===== src/rtl/serial_eight_bit_subtractor_pkg.sv =====
// Shared definitions for the bit-serial subtractor: FSM encoding and default width.
package serial_eight_bit_subtractor_pkg;

  localparam int DEFAULT_WIDTH = 8;

  typedef enum logic [1:0] {
    IDLE  = 2'd0,
    SHIFT = 2'd1,
    DONE  = 2'd2
  } state_t;

endpackage


===== src/rtl/serial_eight_bit_subtractor_fsub.sv =====
// One-bit full subtractor: d = a - b - bi, bo set when the bit position borrows.
module full_subtractor_1b (
  input  logic a,
  input  logic b,
  input  logic bi,
  output logic d,
  output logic bo
);

  assign d  = a ^ b ^ bi;
  assign bo = (~a & b) | (~a & bi) | (b & bi);

endmodule


===== src/rtl/serial_eight_bit_subtractor.sv =====
// Bit-serial subtractor: diff = x - y - bin, one bit per clock, LSB first.
module serial_eight_bit_subtractor
  import serial_eight_bit_subtractor_pkg::*;
#(
  parameter int WIDTH = DEFAULT_WIDTH
) (
  input  logic             clk,
  input  logic             reset,
  input  logic             start,
  input  logic [WIDTH-1:0] x,
  input  logic [WIDTH-1:0] y,
  input  logic             bin,
  output logic             busy,
  output logic             done,
  output logic [WIDTH-1:0] diff,
  output logic             bout,
  output logic             ovf
);

  localparam int CW = $clog2(WIDTH);
  localparam logic [CW-1:0] LAST = CW'(WIDTH - 1);

  // Handshake: start is accepted only while idle (busy=0, done=0); busy stays
  // high for the WIDTH bit cycles, then done pulses for one cycle with
  // diff/bout/ovf valid; those outputs hold until the next done pulse.
  state_t          state, state_next;
  logic [CW-1:0]   cnt;
  logic [WIDTH-1:0] xs, ys, acc;
  logic            borrow;
  logic            bit_d, bit_bo;
  logic            last_bit;

  assign last_bit = (cnt == LAST);

  always_ff @(posedge clk) begin
    if (reset) state <= IDLE;
    else       state <= state_next;
  end

  always_comb begin
    state_next = state;
    case (state)
      IDLE:    if (start) state_next = SHIFT;
      SHIFT:   if (last_bit) state_next = DONE;
      DONE:    state_next = IDLE;
      default: state_next = IDLE;
    endcase
  end

  assign busy = (state == SHIFT);
  assign done = (state == DONE);

  full_subtractor_1b u_bit (
    .a  (xs[0]),
    .b  (ys[0]),
    .bi (borrow),
    .d  (bit_d),
    .bo (bit_bo)
  );

  always_ff @(posedge clk) begin
    if (reset) begin
      cnt    <= '0;
      borrow <= 1'b0;
      xs     <= '0;
      ys     <= '0;
      acc    <= '0;
      diff   <= '0;
      bout   <= 1'b0;
      ovf    <= 1'b0;
    end else begin
      case (state)
        IDLE: begin
          if (start) begin
            xs     <= x;
            ys     <= y;
            borrow <= bin;
            cnt    <= '0;
          end
        end
        SHIFT: begin
          xs     <= xs >> 1;
          ys     <= ys >> 1;
          acc    <= {bit_d, acc[WIDTH-1:1]};
          borrow <= bit_bo;
          if (!last_bit) begin
            cnt <= cnt + 1'b1;
          end else begin
            // On the MSB cycle xs[0]/ys[0] are the operand sign bits.
            diff <= {bit_d, acc[WIDTH-1:1]};
            bout <= bit_bo;
            ovf  <= (xs[0] ^ ys[0]) & (bit_d ^ xs[0]);
          end
        end
        default: ;
      endcase
    end
  end

endmodule


===== config.mk =====
export PLATFORM = sky130hd
export DESIGN_NAME = serial_eight_bit_subtractor
export DESIGN_NICKNAME = d
export VERILOG_FILES = /design/src/rtl/serial_eight_bit_subtractor_pkg.sv /design/src/rtl/serial_eight_bit_subtractor_fsub.sv /design/src/rtl/serial_eight_bit_subtractor.sv
export SDC_FILE = /design/constraint.sdc
export NUM_CORES = 1
export LEC_CHECK = 0
export ABC_CLOCK_PERIOD_IN_PS = 1400
export CAP_MARGIN = 25
export CORE_ASPECT_RATIO = 0.9
export CORE_UTILIZATION = 30
export DETAILED_ROUTE_END_ITERATION = 8
export GPL_ROUTABILITY_DRIVEN = 0
export MAX_ROUTING_LAYER = met4
export PLACE_DENSITY = 0.59
export SLEW_MARGIN = 5
export SYNTH_ARGS = -nofsm -noshare
export SYNTH_HDL_FRONTEND = slang
export SYNTH_SLANG_ARGS = --single-unit
export TNS_END_PERCENT = 1

===== constraint.sdc =====
create_clock -name clk -period 1.4 [get_ports clk]
set_input_delay 0.14 -clock clk [delete_from_list [all_inputs] [get_ports clk]]
set_output_delay 0.14 -clock clk [all_outputs]
set_load 0.02 [all_outputs]

==> impl_metrics.toml, run 1 <==
[detailed_routing]
dr.pass1.iters = 4
drt-total-wl_um = 3440
vias_per_cell = 4.72
drt_iter0_drc = 81
post-route-drc-count = 0
routedWlPerCell_um = 11.7
vias = 1382
postRouteAntennaNets = 0

[setup_path]
critPathKind = "reg2reg"
startpoint = "xs[0]$_SDFFE_PP0P_"
path_buf_inv = 1
path_max_fanout = 2
rr_startpoint = "xs[0]$_SDFFE_PP0P_"
crit_arrival_ps = 1760
slowest_stage = "fa_1"
crit_path_start_kind = "register"
crit_chain = "inv_2 > fa_1 > xor2_1 > or3_1 > a21oi_2"
path_delay_family = "adder cells"
max_stage_delay_ps = 460
required_ps = 1630
worstSetupEndpointType = "register"

[clock_network]
insertion_delay_ps = 290
post_cts_buffers = 0
root_buffer = "clkbuf_8"
cts_buffers = 5
max-clock-path-buffers = 2
cts.sinks = 39
htreeDepth = 2
cts_tree = "built"
cts.hold.buffers_added = 0
clk_pin_slew_ps = 80

[synth]
avgSynthCellArea_um2 = 9.08
synth-seq-cells = 39
muxShareOfSynthArea_pct = 9.54
yosys_warnings = 0
synth_nets = 209
synthSimpleGateAreaFrac_pct = 17.8
synth_area_um2 = 1680
ys.flop_type = "dfxtp_1"
synth-seq-area-share_pct = 46.5
synth.most_common_cell = "dfxtp_1"
synth_top_family_by_area = "simple AND/OR/NAND/NOR gates"
synth_xor_area_share_pct = 0.522
ys_types = 31
syn_inst = 185
synth_edf_count = 0
synth-compound-area-share_pct = 15.9
async_flop_share_pct = 0
synthTopCellsByArea = "dfxtp_1 (46%), mux2i_1 (9.5%), a211oi_1 (7.6%)"
yosys.area.top_type_share_pct = 46.5
yosysTopAreaCell = "dfxtp_1"
synth_commonest_cells = "dfxtp_1 (39), nand2_1 (32), nor2_1 (20), a211oi_1 (17), a21oi_1 (17)"
synth_adder_area_share_pct = 3.43

[timing]
worst_pin_slew_ps = 269
setup_viol = 1
setup_tns_ps = -127
timing.final.crit_period_ps = 1530
final_hold_viol_count = 0
worst_clock_skew_ps = 3.91
finalWorstSetupSlack_ps = -127
period_share_pct = 109
slew_viol_final = 0
relSlewSlack_pct = 82.0
max_freq_mhz = 655
rsz0062_at_grt = "true"

[placed_design]
portBuffers = 31
post-dp-hpwl_um = 2300
placed_cell_area_um2 = 2160
pre_cts_slack_ps = -133

[final_layout]
antennaDiodeCount = 0
area_delta_synth_final_pct = 39.3
drive_above_1_share_pct = 17.3
seq_area_um2 = 787
fillers = 540
fin_area_um2 = 2340
multi_input_area_um2 = 833
nets = 249

[floorplanning]
die_h_um = 73.0
die_area_um2 = 5900
core_region_area_um2 = 5320
rows = 25
initial_core_util_pct = 31.6
io_pins = 32
fp.dieW_um = 80.9

[outcome]
violations = "setup timing"
status = "finished, violations left"

[grt]
first_global_vias = 1406
globalRouteOverflowTotal = 0
grt_use_total_pct = 14.2
grt_pass1_wl_um = 6250
antenna_found_initial = 0
grt_max_degree = 40

[hold_path]
worstHoldPathType = "reg2reg"
hold_start = "diff[0]$_SDFFE_PP0P_"

[power]
p_seq_share_pct = 47.8
swShare_pct = 22.8
pwr-share-comb_pct = 13.5
p_leak_uw = 0.000985
p_int_uw = 1930
p_clk_share_pct = 38.7
switchingPower_uw = 570
ir_drop_uv = 476
powerDensity_nw_per_um2 = 1070

[run]
max_cap_viol_count = 0
worst register-to-register path: cells and delay by family, from the launching register on:
kind            cells  cell delay (ps)
xor+xnor            1              160
buf+inv             1               40
fa+ha+maj           1              460
compound gates      1              130
simple gates        1              330
flops               1              340
cell usage in the layout (no fill, tap or decap), types with 2 or more instances in the layout:
cell type        Yosys  final
buf_12               0      4
a211oi_1            17     17
a21oi_1             17     17
ha_4                 0      2
inv_2                1      2
buf_4                1     11
mux2i_1             16     16
dlymetal6s2s_1       0      5
a31oi_1              3      3
nand3_1              4      4
nand2_1             32     32
nand4bb_1            2      2
dfxtp_1             39     34
dfxtp_2              0      5
clkdlybuf4s50_1      0     23
dlygate4sd2_1        0      2
nor2_1              20     19
clkbuf_8             0      6
o21ai_0              2      2
buf_6                2      2
final timing paths:
path	end	slack, ps	depth (start not counted)
min reg2reg	diff[0]$_SDFFE_PP0P_	450	2
max	ovf$_SDFFE_PP0P_	-130	5
min	diff[0]$_SDFFE_PP0P_	450	2
max reg2reg	ovf$_SDFFE_PP0P_	-130	5
per-layer routing:
metal	track usage [%]	share of wire [%]	wire length [µm]
met1	17.1	48	1660
met2	23.1	49	1670
met3	3.38	2.5	87
met4	4.76	0.55	19
met5	-	0	0
what timing repair did:
| item | 4_1_cts | 5_1_grt |
|---|---|---|
| setup endpoints to repair | 6 | 24 |
| pin swaps | 0 | 1 |
| gates resized for setup | 6 | 18 |
cell type report:
cell class,instances,area share (%)
clock inverters,2,1.50
clock buffers,6,3.53
inverters,3,0.482
repair buffers,48,21.6
multi-input cells,128,35.6
flip-flops and latches,39,33.7
well taps,67,3.58
state kept, by name, indices dropped and copies added, names as in the netlist, 2 cells and up:
name,count
cnt,3
state,2
ys,8
diff,8
xs,8
acc,7
cell families (layout without fill, tap and decap cells):
kind of cell	count (synthesis)	in the layout
and+or+nand+nor	65	65
xor gates and xnor gates	1	1
muxes	16	16
AOI/OAI and AO/OA	42	42
adders and majority gates	4	4
buffers and inverters	18	59
DFF	39	39
stage by stage:
step | std cells | total power, µW | hold slack, ps | utilization, %
after CTS | 293 | 2520 | 451 | 43.0
after floorplan | 185 | 1400 | 313 | -
final | 293 | 2500 | 452 | 44.0
after detailed placement | 285 | 1550 | 449 | 40.6
after global placement | 285 | 1540 | 443 | 40.6
after global routing | 293 | 2610 | 473 | 44.0
power by group through the flow:
stage	logic, µW	registers (µW)	clock network (µW)
2_1_floorplan	188	1210	0
6_report	337	1190	966
3_3_place_gp	330	1210	0
4_1_cts	333	1190	992
5_1_grt	377	1200	1030
3_5_place_dp	332	1220	0
No activity file was read; power rests on OpenSTA's default activity.
==> run 2, diff against run 1 <==
- GPL_ROUTABILITY_DRIVEN: 0 -> not set
==> results of run 2 <==
Final layout, timing and power as in run 1 (identical DEF).
==> run 3, diff against run 2 <==
- CORE_MARGIN: not set -> 3
==> impl_metrics.toml, run 3 (same netlist as run 1, synthesis figures left out) <==
[timing]
slew_viol_final = 0
setup_tns_ps = -114
relSlewSlack_pct = 80.7
final_hold_viol_count = 0
timing.final.crit_period_ps = 1510
rsz0062_at_grt = "true"
finalWorstSetupSlack_ps = -114
worst_pin_slew_ps = 288
period_share_pct = 108
setup_viol = 1
worst_clock_skew_ps = 6.79
max_freq_mhz = 660

[detailed_routing]
dr.pass1.iters = 4
drt_iter0_drc = 89
vias_per_cell = 4.65
routedWlPerCell_um = 11.9
vias = 1372
postRouteAntennaNets = 0
post-route-drc-count = 0
drt-total-wl_um = 3500

[floorplanning]
initial_core_util_pct = 31.6
fp.dieW_um = 84.9
rows = 25
core_region_area_um2 = 5320
io_pins = 32
die_h_um = 77.0
die_area_um2 = 6530

[grt]
grt_pass1_wl_um = 5740
grt_max_degree = 40
antenna_found_initial = 0
first_global_vias = 1256
globalRouteOverflowTotal = 0
grt_use_total_pct = 11.0

[final_layout]
antennaDiodeCount = 0
fin_area_um2 = 2270
mostFrequentLayoutCells = "dfxtp_1 (37), nand2_1 (32), clkdlybuf4s50_1 (23)"
top_regs = "diff: 8 flops, xs: 8 flops, ys: 8 flops"
drive_above_1_share_pct = 16.2
final_common_cell = "dfxtp_1"
fin_cells = 295
area_delta_synth_final_pct = 35.2
nets = 251

[run]
max_cap_viol_count = 0

[clock_network]
cts_tree = "built"
cts.sinks = 39
htreeDepth = 2
cts.hold.buffers_added = 0
clk_pin_slew_ps = 80
root_buffer = "clkbuf_8"
max-clock-path-buffers = 2
post_cts_buffers = 0
cts_buffers = 5
insertion_delay_ps = 290

[placed_design]
post-dp-hpwl_um = 2360
place_congestion = 0.697
portBuffers = 31
placed_cell_area_um2 = 2150
placed_cells = 287

[setup_path]
critPathKind = "reg2reg"
path_max_fanout = 2
crit_arrival_ps = 1740
crit_path_start_kind = "register"
required_ps = 1630
slowest_stage = "fa_1"
crit_chain = "inv_2 > fa_1 > xor2_1 > or3_1 > a21oi_2"
max_stage_delay_ps = 460
worstSetupEndpointType = "register"

[outcome]
status = "finished, violations left"
violations = "setup timing"

[power]
ir_drop_uv = 339
powerDensity_nw_per_um2 = 986
p_leak_uw = 0.000969

[hold_path]
worstHoldPathType = "in2reg"
==> run 3: cell type report <==
class,count,area [µm²]
Fill cell,550,3050
Tap cell,67,83.8
Clock inverter,3,15.0
Sequential cell,39,783
Clock buffer,5,68.8
Inverter,3,11.3
Timing Repair Buffer,50,494
Multi-Input combinational cell,128,815
==> run 3: per-layer routing <==
metal | vias up | global-route usage (%) | wire, µm
li1 | 724 | - | -
met1 | 620 | 14.6 | 1740
met2 | 24 | 16.6 | 1600
met3 | 4 | 2.69 | 124
met4 | 0 | 3.32 | 36
met5 | - | - | 0
==> run 3: final timing paths <==
check        cells past startpoint                  from  slack, ps                    to
min reg2reg                      2  diff[1]$_SDFFE_PP0P_        450  diff[1]$_SDFFE_PP0P_
max reg2reg                      5    xs[0]$_SDFFE_PP0P_       -110      ovf$_SDFFE_PP0P_
min                              3                  x[7]        450    xs[7]$_SDFFE_PP0P_
max                              5    xs[0]$_SDFFE_PP0P_       -110      ovf$_SDFFE_PP0P_
==> run 3: per-stage QoR <==
stage	total power [µW]	util (%)	setup WS [ps]	hold WS, ps
after floorplan	1400	-	-133	313
after global placement	1530	40.4	-88.7	443
after CTS	2260	41.9	-146	454
after detailed placement	1540	40.4	-135	449
after global routing	2360	42.7	-206	459
final	2240	42.7	-114	450
==> run 3: timing repair <==
action | 4_1_cts | 5_1_grt
gates resized for setup | 4 | 13
pin swaps | 0 | 1
hold endpoints to repair | 0 | 0
setup endpoints to repair | 6 | 15
==> run 3: power breakdown <==
group	switching [µW]	internal [µW]
Combinational	145	176
Sequential	30.9	1160
Clock	384	341
Total	560	1680
==> run 3: critical path, delay by kind of cell, from the launching register on <==
family,cells,cell delay [ps]
buffers and inverters,1,40
adder cells (fa/ha/maj),1,460
flip-flops,1,340
AO/OA/AOI/OAI,1,140
AND/OR/NAND/NOR,1,330
XOR/XNOR,1,150
